### config.mk
export PLATFORM = sky130hd
export DESIGN_NAME = seq_div_flat
export DESIGN_NICKNAME = d
export VERILOG_FILES = /design/src/rtl/seq_div_pkg.sv /design/src/rtl/seq_div_if.sv /design/src/rtl/seq_div_step.sv /design/src/rtl/seq_div.sv /design/src/flat_wrapper.sv
export SDC_FILE = /design/constraint.sdc
export NUM_CORES = 1
export LEC_CHECK = 0
export CAP_MARGIN = 25
export CORE_ASPECT_RATIO = 1.1
export CORE_MARGIN = 5
export CORE_UTILIZATION = 57
export DETAILED_ROUTE_END_ITERATION = 10
export HOLD_SLACK_MARGIN = 0.08
export PLACE_DENSITY = 0.82
export SYNTH_ARGS = -nofsm -noshare
export SYNTH_HDL_FRONTEND = slang
export SYNTH_SLANG_ARGS = --single-unit
### constraint.sdc
create_clock -name clk -period 4 [get_ports clk]
set_clock_uncertainty 0.1 [all_clocks]
set_input_delay 0.4 -clock clk [delete_from_list [all_inputs] [get_ports clk]]
set_output_delay 0.4 -clock clk [all_outputs]
set_load 0.03 [all_outputs]
### src/rtl/seq_div_pkg.sv
// Shared constants and FSM state type for the sequential signed divider.
package div_pkg;

  localparam int DVD_W    = 32;          // dividend width
  localparam int DVS_W    = 16;          // divisor width
  localparam int QUO_W    = 16;          // quotient / remainder width
  localparam int REM_W    = DVS_W + 1;   // partial remainder keeps one extra bit
  localparam int ITER_CNT = 16;          // one quotient bit per iteration
  localparam int CNT_W    = 4;

  localparam logic [CNT_W-1:0] CNT_LAST    = CNT_W'(ITER_CNT - 1);
  localparam logic [QUO_W-1:0] QUO_POS_MAX = 16'd32767;
  localparam logic [QUO_W-1:0] QUO_NEG_MAX = 16'd32768;

  typedef enum logic [2:0] {
    S_IDLE = 3'd0,
    S_PREP = 3'd1,
    S_ITER = 3'd2,
    S_FIX  = 3'd3,
    S_DONE = 3'd4
  } div_state_e;

endpackage

### src/rtl/seq_div_if.sv
// Request/response bundle between a requester and the divider.
// Handshake: a request is accepted on a rising edge where start=1 and the
// divider is idle (busy=0 and done=0); start is ignored at every other edge.
// Operands are captured at that edge only. done pulses for one cycle when
// the results are valid; the results then hold until the next accept.
interface seq_div_if;
  import div_pkg::*;

  logic             start;
  logic [DVD_W-1:0] dividend;
  logic [DVS_W-1:0] divisor;
  logic             busy;
  logic             done;
  logic [QUO_W-1:0] quotient;
  logic [QUO_W-1:0] remainder;
  logic             div_zero;
  logic             overflow;

  modport master (
    output start, dividend, divisor,
    input  busy, done, quotient, remainder, div_zero, overflow
  );

  modport slave (
    input  start, dividend, divisor,
    output busy, done, quotient, remainder, div_zero, overflow
  );

endinterface

### src/rtl/seq_div_step.sv
// One restoring division step: shift in the next dividend bit, trial
// subtract the divisor magnitude, keep the difference if it did not borrow.
module div_step
  import div_pkg::*;
(
  input  logic [REM_W-1:0] i_rem,
  input  logic [REM_W-1:0] i_dvs,
  input  logic             i_bit,
  output logic [REM_W-1:0] o_rem,
  output logic             o_qbit
);

  logic [REM_W:0] w_shift;
  logic [REM_W:0] w_diff;

  // trial subtract carried out one bit wider so the borrow is never lost
  always_comb begin
    w_shift = {i_rem, i_bit};
    w_diff  = w_shift - {1'b0, i_dvs};
    o_qbit  = ~w_diff[REM_W];
    o_rem   = w_diff[REM_W] ? w_shift[REM_W-1:0] : w_diff[REM_W-1:0];
  end

endmodule

### src/rtl/seq_div.sv
// Sequential signed 32/16 divider with fixed 18-cycle latency.
// The high dividend half seeds the partial remainder, so only the low 16
// bits are shifted through; a high half >= divisor can only mean overflow.
module seq_div
  import div_pkg::*;
(
  input  logic       clk,
  input  logic       rst,
  seq_div_if.slave   bus,
  output div_state_e o_dbg_state
);

  div_state_e       r_state;
  div_state_e       w_next;
  logic [CNT_W-1:0] r_cnt;
  logic [DVD_W-1:0] r_dvd;
  logic [DVS_W-1:0] r_dvs;
  logic [DVS_W-1:0] r_low;
  logic [REM_W-1:0] r_rem;
  logic [REM_W-1:0] r_dvs_mag;
  logic [QUO_W-1:0] r_quo;
  logic             r_res_neg;
  logic             r_rem_neg;
  logic             r_dz;
  logic             r_range;
  logic [QUO_W-1:0] r_quotient;
  logic [QUO_W-1:0] r_remainder;
  logic             r_div_zero;
  logic             r_overflow;

  logic [DVD_W-1:0] w_dvd_mag;
  logic [REM_W-1:0] w_dvs_mag;
  logic [REM_W-1:0] w_rem_nxt;
  logic             w_qbit;
  logic             w_ovf;
  logic [QUO_W-1:0] w_q_fix;
  logic [QUO_W-1:0] w_r_fix;

  div_step u_step (
    .i_rem  (r_rem),
    .i_dvs  (r_dvs_mag),
    .i_bit  (r_low[DVS_W-1]),
    .o_rem  (w_rem_nxt),
    .o_qbit (w_qbit)
  );

  // state register
  always_ff @(posedge clk) begin
    if (rst) r_state <= S_IDLE;
    else     r_state <= w_next;
  end

  // next-state decode
  always_comb begin
    w_next = r_state;
    case (r_state)
      S_IDLE:  if (bus.start) w_next = S_PREP;
      S_PREP:  w_next = S_ITER;
      S_ITER:  if (r_cnt == CNT_LAST) w_next = S_FIX;
      S_FIX:   w_next = S_DONE;
      S_DONE:  w_next = S_IDLE;
      default: w_next = S_IDLE;
    endcase
  end

  // operand magnitudes; -2^31 and -2^15 negate to themselves as unsigned
  always_comb begin
    w_dvd_mag = r_dvd[DVD_W-1] ? -r_dvd : r_dvd;
    w_dvs_mag = r_dvs[DVS_W-1] ? {1'b0, -r_dvs} : {1'b0, r_dvs};
  end

  // sign restoration and range test on the unsigned quotient
  always_comb begin
    w_q_fix = r_res_neg ? -r_quo : r_quo;
    w_r_fix = r_rem_neg ? -r_rem[QUO_W-1:0] : r_rem[QUO_W-1:0];
    w_ovf   = r_range
            | (~r_res_neg & (r_quo > QUO_POS_MAX))
            | ( r_res_neg & (r_quo > QUO_NEG_MAX));
  end

  // operand capture, preparation and iteration datapath
  always_ff @(posedge clk) begin
    if (rst) begin
      r_cnt     <= '0;
      r_dvd     <= '0;
      r_dvs     <= '0;
      r_low     <= '0;
      r_rem     <= '0;
      r_dvs_mag <= '0;
      r_quo     <= '0;
      r_res_neg <= 1'b0;
      r_rem_neg <= 1'b0;
      r_dz      <= 1'b0;
      r_range   <= 1'b0;
    end else begin
      case (r_state)
        S_IDLE: begin
          if (bus.start) begin
            r_dvd <= bus.dividend;
            r_dvs <= bus.divisor;
          end
        end
        S_PREP: begin
          r_low     <= w_dvd_mag[DVS_W-1:0];
          r_rem     <= {1'b0, w_dvd_mag[DVD_W-1:DVS_W]};
          r_dvs_mag <= w_dvs_mag;
          r_res_neg <= r_dvd[DVD_W-1] ^ r_dvs[DVS_W-1];
          r_rem_neg <= r_dvd[DVD_W-1];
          r_dz      <= (r_dvs == '0);
          r_range   <= ({1'b0, w_dvd_mag[DVD_W-1:DVS_W]} >= w_dvs_mag);
          r_quo     <= '0;
          r_cnt     <= '0;
        end
        S_ITER: begin
          r_rem <= w_rem_nxt;
          r_quo <= {r_quo[QUO_W-2:0], w_qbit};
          r_low <= {r_low[DVS_W-2:0], 1'b0};
          r_cnt <= r_cnt + 1'b1;
        end
        default: ;
      endcase
    end
  end

  // result registers, loaded only on the FIX->DONE edge
  always_ff @(posedge clk) begin
    if (rst) begin
      r_quotient  <= '0;
      r_remainder <= '0;
      r_div_zero  <= 1'b0;
      r_overflow  <= 1'b0;
    end else if (r_state == S_FIX) begin
      r_div_zero <= r_dz;
      r_overflow <= ~r_dz & w_ovf;
      if (r_dz || w_ovf) begin
        r_quotient  <= '0;
        r_remainder <= '0;
      end else begin
        r_quotient  <= w_q_fix;
        r_remainder <= w_r_fix;
      end
    end
  end

  assign bus.busy      = (r_state == S_PREP) || (r_state == S_ITER) || (r_state == S_FIX);
  assign bus.done      = (r_state == S_DONE);
  assign bus.quotient  = r_quotient;
  assign bus.remainder = r_remainder;
  assign bus.div_zero  = r_div_zero;
  assign bus.overflow  = r_overflow;
  assign o_dbg_state   = r_state;

endmodule

### src/flat_wrapper.sv
// flat-port wrapper written by rule: the top's interface ports become plain ports
module seq_div_flat import div_pkg::*;
  (clk, rst, o_dbg_state, bus_start, bus_dividend, bus_divisor, bus_busy, bus_done, bus_quotient, bus_remainder, bus_div_zero, bus_overflow);
  seq_div_if bus_i ();
  input  logic clk;
  input  logic rst;
  output div_state_e o_dbg_state;
  input wire logic [$bits(bus_i.start)-1:0] bus_start;
  input wire logic [$bits(bus_i.dividend)-1:0] bus_dividend;
  input wire logic [$bits(bus_i.divisor)-1:0] bus_divisor;
  output wire logic [$bits(bus_i.busy)-1:0] bus_busy;
  output wire logic [$bits(bus_i.done)-1:0] bus_done;
  output wire logic [$bits(bus_i.quotient)-1:0] bus_quotient;
  output wire logic [$bits(bus_i.remainder)-1:0] bus_remainder;
  output wire logic [$bits(bus_i.div_zero)-1:0] bus_div_zero;
  output wire logic [$bits(bus_i.overflow)-1:0] bus_overflow;
  assign bus_i.start = bus_start;
  assign bus_i.dividend = bus_dividend;
  assign bus_i.divisor = bus_divisor;
  assign bus_busy = bus_i.busy;
  assign bus_done = bus_i.done;
  assign bus_quotient = bus_i.quotient;
  assign bus_remainder = bus_i.remainder;
  assign bus_div_zero = bus_i.div_zero;
  assign bus_overflow = bus_i.overflow;
  seq_div u_core (.clk(clk), .rst(rst), .bus(bus_i), .o_dbg_state(o_dbg_state));
endmodule
==> Word-level counts from Yosys, hierarchy flattened <==
Cells that the tools add are included.
{ "word_totals": {"out_inout_bits": 39, "ff_bits": 159, "wordCells": 63, "in_bits": 51} }
{ "op_classes": {"mux": 14, "n_lt_le_gt_ge": 3, "n_reduce_logical": 8, "n_eq_ne": 7, "add_sub_neg": 6, "bitwise_logic": 9} }
{ "ops": {"columns": ["cell", "n"], "rows": [
  ["$mux 16", 5],
  ["$pmux 16 s2", 2],
  ["$neg 16->16", 3],
  ["$pmux 17 s2", 1],
  ["$mux 32", 1],
  ["$neg 32->32", 1],
  ["$sub 18x17->18", 1],
  ["$ge 16x17->1", 1],
  ["$mux 17", 1],
  ["$gt 16x15->1 const B", 1],
  ["$gt 16x16->1 const B", 1],
  ["$logic_not 16->1", 1],
  ["$pmux 3 s4", 1],
  ["$pmux 4 s2", 1],
  ["$eq 3x2->1 const B", 2],
  ["$mux 3", 2],
  ["$add 4x1->4 const B", 1],
  ["$eq 4x4->1 const B", 1],
  ["$reduce_and 2->1", 2],
  ["$and 1x1->1", 3],
  ["$eq 3x1->1 const B", 1],
  ["$eq 3x3->1 const B", 1],
  ["$logic_not 3->1", 1],
  ["$logic_or 1x1->1", 3],
  ["6 further kinds", 9]
]} }

==> Longest topological paths before layout <==
Gate-level depths: netlist of run 1.
{ "depth": {"depth_word": 6, "mapped_depth": 14, "mapped_depth_nobuf": 14} }

==> Hierarchy <==
Synthesis of run 1 repeated with hierarchy kept, for this count alone.
{ "unflattened": {"hier_cells": 1110, "hier_area_um2": 9092.5} }
{ "modules_own_cells": {"columns": ["mod", "seq_area_each_um2", "cells_per_inst", "n_inst", "area_per_inst_um2"], "rows": [
  ["seq_div", 3163.0, 933, 1, 7800.0],
  ["div_step", 0.0, 177, 1, 1292.5]
]} }

==> Worst setup path before layout of run 1 <==
No wires, ideal clock.
{ "synth_timing": {"path_kind": "reg-to-reg", "from": "reg u_core.r_dvd[13]", "to": "reg u_core.r_range", "arrival_time_ps": 2965, "t_required_ps": 3775, "slack_ps": 810, "stages_incl_launch_ff": 11, "setup_ps": 125, "path_buffers": 0, "period_less_slack_ps": 3190, "cell_sequence": "dfxtp_1 > or4_4 > or3_4 > or3_4 > o31ai_1 > xnor2_1 > ha_1 > a2111oi_0 > o21ai_0 > o21ai_0 > o21ai_0"} }
{ "synth_between": {"elab_chain_len": 3} }
{ "synth_lines": {"columns": ["element", "line_no", "source"], "rows": [
  ["start: declaration", "seq_div.sv:16", "logic [DVD_W-1:0] r_dvd;"],
  ["start signal: assignment", "seq_div.sv:99", "r_dvd <= bus.dividend;"],
  ["$neg 32->32", "seq_div.sv:68", "w_dvd_mag = r_dvd[DVD_W-1] ? -r_dvd : r_dvd;"],
  ["$mux 32", "seq_div.sv:68", null],
  ["$ge 16x17->1", "seq_div.sv:110", "r_range <= ({1'b0, w_dvd_mag[DVD_W-1:DVS_W]} >= w_dvs_mag);"],
  ["end signal: assignment", "seq_div.sv:110", null],
  ["end: declaration", "seq_div.sv:25", "logic r_range;"]
]} }
No other way between the ends.
A chain may end at the register's enable or synchronous reset.

==> Worst setup path after layout of run 1 <==
{ "layout_timing": {"from": "reg u_core.r_dvs[4]", "to": "reg u_core.r_range"} }
{ "layout_between": {"elab_chain_len": 3} }
{ "layout_lines": {"columns": ["element", "line_no", "source"], "rows": [
  ["start: declaration", "seq_div.sv:17", "logic [DVS_W-1:0] r_dvs;"],
  ["start signal: assignment", "seq_div.sv:100", "r_dvs <= bus.divisor;"],
  ["$neg 16->16", "seq_div.sv:69", "w_dvs_mag = r_dvs[DVS_W-1] ? {1'b0, -r_dvs} : {1'b0, r_dvs};"],
  ["$mux 16 (*)", "seq_div.sv:69", null],
  ["$ge 16x17->1 (*)", "seq_div.sv:110", null]
]} }
Mark *: on every way between the ends. The rest lies on a longest branch, timed or not.

==> metrics.txt, run 1 <==
final setup vio count=0; dpl hpwl=14.4 mm; Pins Over Slew Limit=0; asr flop ratio synth=0%; Resize count post-CTS=0; worst setup path end=u_core.r_range; Cell Rows=46; initial antenna violation count=1; core area=14400 µm²; reg-to-reg setup timing slack=450 ps; Max-Cap Viols=0; Reg-to-Reg Start=u_core.r_dvs[4]; DIE HEIGHT=137 µm; status=complete, no violations; setup TNS=0 ps; final wirelength=20.1 mm; Clock Tree Root=clkbuf_16; Final Util=between 60 and 70%; fillcell total=1157; synthesized flop and latch total=158; number of distinct library cells after synthesis=66; H-tree Lvls=4; Hold Crit Class=primary input to flop; Leak=3.69 nW; nets@finish=1171; Inserted Clock Buffers=17; synthesized area=8420 µm²; CTS Hold Bufs=0; crit path kind=flop to flop; IO Port Bufs=89; vias in the first global route=6924; Max VDD drop=about 0.32 mV; gpl congestion=between 0.9 and 1; Max stage delay cell, worst path=or4_1; pin count of the biggest net entering global routing=58; Die Wd=126 µm; global-route wire length before repair=roughly 33 mm; 1st-iter DRT viols=about 660; Num Clock Sinks=158; syn avg cell area=8.21 µm²; r2r worst-path depth=10; met1 WL=~9 mm; Fin. Hold Viols=0; cells after synthesis=1026; total power divided by cell area=486 nW/µm²; unrepaired setup endpoints after global routing=false; synth warn=0; uppermost routed layer=met5; area grow syn2layout=18.3%; most used cell, CP=o21ai_0; Synthesized Nets=1115; Slew HR=53.1%; IO Pins=90; met3 WL=1.34 mm; clk_lat worst skew=440 ps; 1st-pass router iterations=9; grt ovf=0; Min Clock Period, post-route=3550 ps; Cells after DPL=1255; Longest Clk Path Bufs=2; TritonCTS clock tree=done; Critical Path Start Type=flop; sequential-to-total area share from yosys stat=37.6%; DRC viols=0; Final ANT Viol Nets=0; Non-Filler Instances=1286; CP startpoint=u_core.r_dvs[4]; share of post-route cells with drive strength above 1=6.22%; Period Utilization, post-route=88.8%; die area=17300 µm²; number of flops mapped to enable cells by yosys=0; CP endpoint kind=flop; met2 WL post-DR=~9.1 mm; worst r2r dst=u_core.r_range; Routed WL per cell=between 15 and 20 µm; via count=7447; Synth Flop Type=dfxtp_1; Vias/cell=between 5 and 6; Hold Crit Depth=2; Starting Density=58.3%; cell chain of the critical path=or4_1 -> nor4_1 -> nand3_1 -> o21ai_0 -> xor2_1 -> ha_1 -> a2111oi_0 -> o21ai_0 -> o21ai_0 -> o21ai_0; postcts setup bufs=0; crit path max fanout=6; Peak Freq=281 MHz; crit-path max cell delay=600 ps; CP required=~4200 ps; Tightest Pin Transition=701 ps; Total GRT Usage=23.4%; worst path arrival time=3770 ps; Reg clk slew, reported paths=70 ps; Diodes inserted=0
[final cells by class]
class	count	area [µm²]	share of cell area, %
Multi-Input combinational cell	769	4900	49.2
Sequential cell	158	3160	31.7
Timing Repair Buffer	105	1010	10.1
Clock buffer	20	437	4.38
Tap cell	192	240	2.41
Inverter	31	116	1.17
Clock inverter	11	96.3	0.967
[cell usage after synthesis, drive strengths merged (3+ instances only)]
cell,instances,area [µm²]
nor3,9,45.0
a222oi,10,100
nor2,108,408
or3,5,47.6
a221oi,5,43.8
nor2b,6,37.5
xnor2,54,473
o21a,4,30.0
buf,14,75.1
nand4,6,37.5
xor2,33,289
nor3b,3,33.8
nand2,151,569
o41ai,9,97.6
nor4,9,68.8
mux2i,14,140
clkbuf,54,203
nand3b,3,22.5
or4,9,80.1
a211oi,19,143
a22oi,53,398
a21o,4,30.0
o31ai,23,173
o22ai,6,37.5
dfxtp,158,3160
nand2b,7,43.8
ha,37,463
o21ai,50,258
inv,30,113
nand3,14,70.1
a21oi,78,390
and3,5,31.3
and2,5,31.3
o221ai,5,43.8
[metal layers]
metal,track usage (%),vias to the layer above
li1,-,3763
met1,30.8,3393
met2,37.1,251
met3,4.92,38
met4,10.7,2
met5,0,-
[cell usage in the layout, fill, tap and decap left out, types with 17 or more instances in the layout]
cell type and n:
a211oi_1 19, a21oi_1 78, a22oi_1 53, buf_4 17, clkbuf_16 17, clkdlybuf4s50_1 88
dfxtp_1 158, ha_1 37, inv_1 30, nand2_1 150, nor2_1 107, o21ai_0 42
o31ai_1 23, xnor2_1 54, xor2_1 32
[per-stage QoR]
step                hold WS, ps  setup WS, ps  cell area (µm²)  power [mW]
finish                      292           446             9970        4.84
global route                302          71.8             9970        5.13
CTS                         290           377             9950        4.84
detailed placement          344           385             9420        3.36
global placement            337           575             9420        3.33
floorplan                   331           810             8420        2.96
[critical path, delay by kind of cell, from the launching register on]
| family | cells | cell delay (ps) |
|---|---|---|
| AOI/OAI and AO/OA | 5 | 1100 |
| xor gates and xnor gates | 1 | 280 |
| adders and majority gates | 1 | 300 |
| DFF | 1 | 360 |
| and+or+nand+nor | 3 | 1300 |
[sequential cells by signal, indices dropped and copies added, names as in the netlist, 3 cells and up]
signal                flops
u_core.r_rem             17
u_core.bus.quotient      16
u_core.r_low             16
u_core.r_cnt              4
u_core.o_dbg_state        3
u_core.r_dvs_mag         16
u_core.bus.remainder     16
u_core.r_dvs             16
u_core.r_dvd             32
u_core.r_quo             16
[kinds of logic (layout without fill, tap and decap cells)]
family | Yosys count | in the layout | share of synthesized area (%)
muxes | 15 | 15 | 1.80
and+or+nand+nor | 344 | 344 | 18.5
xor gates and xnor gates | 87 | 87 | 9.05
DFF | 158 | 158 | 37.6
buffers and inverters | 99 | 167 | 4.68
AOI/OAI and AO/OA | 285 | 285 | 22.6
adders and majority gates | 38 | 38 | 5.73
[report_power, final]
group	switching, mW	internal, mW	leakage (nW)	total, mW
Clock	0.629	0.845	0.248	1.47
Combinational	0.883	0.676	2.15	1.56
Sequential	0.141	1.67	1.28	1.81
Total	1.65	3.19	3.69	4.84
[worst min path at each step]
stage	start	endpoint	slack, ps
floorplan	u_core.r_low[1]	u_core.r_low[2]	330
global placement	u_core.bus.remainder[14]	u_core.bus.remainder[14]	340
detailed placement	u_core.bus.remainder[14]	u_core.bus.remainder[14]	340
CTS	rst	u_core.bus.quotient[13]	290
global route	rst	u_core.bus.quotient[9]	300
finish	rst	u_core.r_dvd[19]	290
No activity file was read; power rests on OpenSTA's default activity.
==> inputs of run 2 (changes only) <==
CTS_CLUSTER_SIZE = 24   (was default)
PLACE_DENSITY = 0.8   (was 0.82)
==> run 2 against run 1 <==
Against the previous run: sequential power about the same; worst setup slack worse by 56 ps; clock power up 12%; die area unchanged; critical endpoint unchanged; critical path type unchanged; power up 2.9%; worst hold slack better by 54 ps; non-clock buffer count unchanged; first-iteration DRC count up 20%.
==> metrics.txt, run 2 (synthesis gave the netlist of run 1 again) <==
status=complete, no violations; area grow syn2layout=19.0%; Total Power=4.99 mW; die area=approximately 17000 µm²; Final ANT Viol Nets=0; Inserted Clock Buffers=17; Peak Freq=277 MHz; WHS=345 ps; Final Cell Area=10000 µm²; Total GRT Usage=23.3%; grt ovf=0; Period Utilization, post-route=90.2%; reg-to-reg setup timing slack=~400 ps; r2r worst-path depth=13; core area=14400 µm²; Top reg by flops=u_core.r_dvd; Pins Over Slew Limit=0; biggest regs=u_core.r_dvd: 32 flops, u_core.r_rem: 17 flops; CP endpoint kind=flop; Reg-to-Reg Start=u_core.r_dvd[6]; IO Pins=90; unrepaired setup endpoints after global routing=false; crit path kind=flop to flop; final wirelength=20.4 mm; Max VDD drop=0.313 mV; DRC viols=0; dpl cell area=9400 µm²; IO Port Bufs=between 80 and 90; crit path max fanout=6; nets@finish=1171; dpl hpwl=14.4 mm; Largest register FFs=32; Reg clk slew, reported paths=approximately 60 ps; Diodes inserted=0; WHS Endpoint=u_core.bus.quotient[15]; postcts setup bufs=0; Longest Clk Path Bufs=2; Max-Cap Viols=0; CTS Hold Bufs=0; crit-path max cell delay=about 590 ps; Routed WL per cell=roughly 16 µm; H-tree Lvls=4; Num Clock Sinks=about 160; Cell Rows=46; clk_lat worst skew=430 ps; Min Clock Period, post-route=3610 ps; Vias/cell=around 5.9; Slew HR=50.2%; Max stage delay cell, worst path=nor4_1; Clock Tree Root=clkbuf_16; Hold Crit Depth=2; via count=7532; Non-Filler Instances=1287; most frequent cells in the layout=dfxtp_1, nand2_1, nor2_1; Cells after DPL=1254; DIE HEIGHT=137 µm; setup TNS=0 ps; 1st-iter DRT viols=793; Hold Crit Class=flop to flop; vias in the first global route=6899; total power divided by cell area=497 nW/µm²; CP required=4210 ps; Leak=3.73 nW; Resize count post-CTS=0; worst path arrival time=roughly 3800 ps; Starting Density=58.3%; pin count of the biggest net entering global routing=72; fillcell total=roughly 1200; cell chain of the critical path=nor4_1 -> nand4_1 -> o41ai_1 -> xor2_1 -> ha_1 -> nand2b_1 -> a21oi_1 -> nor2b_1 -> o21ai_0 -> a21oi_1 -> o2111a_1 -> a211oi_1 -> o21ai_0; worst r2r dst=u_core.r_range; Fin. Hold Viols=0; Die Wd=126 µm; TritonCTS clock tree=done; final setup vio count=0; hold path startpoint=u_core.bus.quotient[15]; share of post-route cells with drive strength above 1=6.39%; Tightest Pin Transition=747 ps; Critical Path Start Type=flop; most common cell after layout, fill and taps aside=dfxtp_1; global-route wire length before repair=33.2 mm; 1st-pass router iterations=7; gpl congestion=0.945; initial antenna violation count=0
[run 2: how the worst max path moves through the flow]
stage	startpoint	to	slack, ps	depth (start not counted)
2_1_floorplan	u_core.r_dvd[13]	u_core.r_range	810	10
6_report	u_core.r_dvd[6]	u_core.r_range	390	13
5_1_grt	u_core.r_dvd[6]	u_core.r_range	8	13
3_3_place_gp	u_core.r_dvd[6]	u_core.r_range	580	13
3_5_place_dp	u_core.r_dvd[6]	u_core.r_range	450	13
4_1_cts	u_core.r_dvd[6]	u_core.r_range	420	13
[run 2: worst max-delay path: cells and delay by family, from the launching register on]
family	cells	cell delay [ps]
fa+ha+maj	1	260
compound gates	7	1340
simple gates	4	1180
flops	1	360
xor+xnor	1	250
[run 2: area by class of cell]
cell class	instances	area (µm²)	area share, %
Clock buffer	23	498	4.97
Clock inverter	9	108	1.07
Inverter	31	116	1.16
Multi-Input combinational cell	769	4880	48.7
Sequential cell	158	3160	31.6
Tap cell	192	240	2.40
Timing Repair Buffer	105	1020	10.1
[run 2: where the power goes]
part	switching, mW	internal, mW	leakage [nW]
clock network	0.637	1.00	0.295
registers	0.144	1.67	1.28
logic	0.874	0.662	2.15
total	1.66	3.33	3.73
[run 2: through the flow]
| step | setup WS, ps | util (%) |
|---|---|---|
| 2_1_floorplan | 810 | - |
| 3_3_place_gp | 577 | 65.1 |
| 3_5_place_dp | 448 | 65.1 |
| 4_1_cts | 421 | 69.3 |
| 5_1_grt | 7.51 | 69.4 |
| 6_report | 390 | 69.4 |
[run 2: layer usage]
| metal | wire [µm] | global-route usage [%] | vias to the layer above |
|---|---|---|---|
| li1 | - | - | 3764 |
| met1 | 9470 | 31.7 | 3487 |
| met2 | 9380 | 37.2 | 236 |
| met3 | 1120 | 3.84 | 45 |
| met4 | 471 | 9.06 | 0 |
| met5 | 0 | 0 | - |
==> inputs of run 3 (changes only) <==
CORE_MARGIN = default   (was 5)
==> run 3 against run 2 <==
Against the previous run: sequential power about the same; critical path depth unchanged; register-to-register slack better by 80 ps; power down 1.8%; sequential share of layout area up 0.20 points; combinational power about the same; clock power down 6%; critical path type unchanged; via count up 0.45%; non-clock buffer count down 3; utilization down 0.43 points; maximum frequency up 2.4%.
==> metrics.txt, run 3 (synthesis gave the netlist of run 1 again) <==
area grow syn2layout=18.3%; Fin. Hold Viols=0; Leak=3.69 nW; critical path buffer and inverter count=0; Tightest Pin Transition=approximately 800 ps; Max-Cap Viols=0; CP endpoint kind=flop; final setup vio count=0; P_int=3.20 mW; die area=around 15000 µm²; final wirelength=20.2 mm; setup TNS=0 ps; Hold Crit Class=primary input to flop; vias in the first global route=6864; postcts setup bufs=0; dpl hpwl=14.0 mm; Sw Share=~35%; CP required=roughly 4200 ps; Peak Freq=~280 MHz; Final Cell Area=roughly 10000 µm²; Comb power frac=31.6%; DRC viols=0; Diodes inserted=0; most frequent cells in the layout=dfxtp_1, nand2_1, nor2_1; share of post-route cells with drive strength above 1=6.14%; Num Clock Sinks=between 150 and 200; pin count of the biggest net entering global routing=80; 1st-pass router iterations=8; clock share of power=a little under a third; worst path arrival time=around 3700 ps; Vias/cell=5.89; Starting Density=58.3%; Top reg by flops=u_core.r_dvd; crit path kind=flop to flop; IO Pins=90; Largest register FFs=32; dpl cell area=between 9000 and 10000 µm²; via count=7566; Cell Rows=46; unrepaired setup endpoints after global routing=false; gpl congestion=just under 0.9; Die Wd=between 100 and 150 µm; Min Clock Period, post-route=3530 ps; 1st-iter DRT viols=639; Inserted Clock Buffers=17; CP top delay family=compound AO/OA/AOI/OAI gates; Sequential Power Share=37.0%; Routed WL per cell=approximately 16 µm; global-route wire length before repair=33.6 mm; Period Utilization, post-route=about nine tenths; biggest regs=u_core.r_dvd: 32 flops, u_core.r_rem: 17 flops; most common cell after layout, fill and taps aside=dfxtp_1; IO Port Bufs=around 90; Final ANT Viol Nets=0; CTS Hold Bufs=0; Clock Tree Root=clkbuf_16; Critical Path Start Type=flop; crit-path max cell delay=460 ps; cell chain of the critical path=nor4_4 -> nand4_1 -> o41ai_1 -> xor2_1 -> ha_1 -> nand2b_1 -> a21oi_1 -> nor2b_1 -> o21ai_0 -> a21oi_1 -> o2111a_1 -> a211oi_1 -> o21ai_0; nets@finish=approximately 1200; H-tree Lvls=4; clk_lat worst skew=440 ps; Max stage delay cell, worst path=nor4_4; status=complete, no violations; Final Util=between 60 and 70%; Resize count post-CTS=0; Slew HR=46.5%; Longest Clk Path Bufs=2; core area=14400 µm²; Max VDD drop=0.215 mV; crit path max fanout=6; TritonCTS clock tree=done; Total GRT Usage=27.2%; Switch Pwr=around 1.7 mW; DIE HEIGHT=129 µm; Pins Over Slew Limit=0; Reg clk slew, reported paths=approximately 70 ps; grt ovf=0; total power divided by cell area=492 nW/µm²; initial antenna violation count=0
[run 3: cell count changes in the layout (fill, tap and decap cells not counted), sizes merged]
cell	previous run	this run
clkinvlp	2	3
clkbuf	23	20
bufinv	2	1
buf	17	14
inv	30	33
[run 3: cell type report]
cell class | instances | area, µm²
clock buffers | 20 | 447
multi-input cells | 769 | 4900
well taps | 192 | 240
fillers | 1169 | 4480
flip-flops and latches | 158 | 3160
inverters | 31 | 116
clock inverters | 12 | 111
repair buffers | 102 | 986
[run 3: path summary, 6_finish.rpt]
check                                               from                        to  slack (ps)  cells past startpoint
worst max-delay path                     u_core.r_dvd[2]            u_core.r_range         470                     13
worst min-delay path                                 rst      u_core.r_dvs_mag[15]         270                      2
worst max register to register           u_core.r_dvd[2]            u_core.r_range         470                     13
worst min register to register  u_core.bus.remainder[15]  u_core.bus.remainder[15]         360                      2
[run 3: per-stage QoR]
| step | hold WS (ps) | power, mW | instances | setup slack, ps |
|---|---|---|---|---|
| floorplan | 331 | 2.96 | 1026 | 810 |
| global placement | 338 | 3.33 | 1252 | 519 |
| detailed placement | 349 | 3.35 | 1252 | 457 |
| CTS | 266 | 4.88 | 1284 | 354 |
| global route | 281 | 5.15 | 1284 | 130 |
| finish | 272 | 4.90 | 1284 | 475 |
[run 3: power groups by stage]
stage	clock network (mW)	logic (mW)	registers (mW)
final	1.54	1.55	1.81
after global routing	1.63	1.70	1.82
after CTS	1.55	1.53	1.81
after detailed placement	0	1.51	1.84
after global placement	0	1.49	1.83
after floorplan	0	1.18	1.79
[run 3: metal layers]
metal  global-route usage [%]  vias to the layer above  wire length (µm)
met4                     11.1                        0               491
met1                     36.2                     3513              9350
met5                        0                        -                 0
met3                     5.28                       45              1050
li1                         -                     3756                 -
met2                     43.3                      252              9280
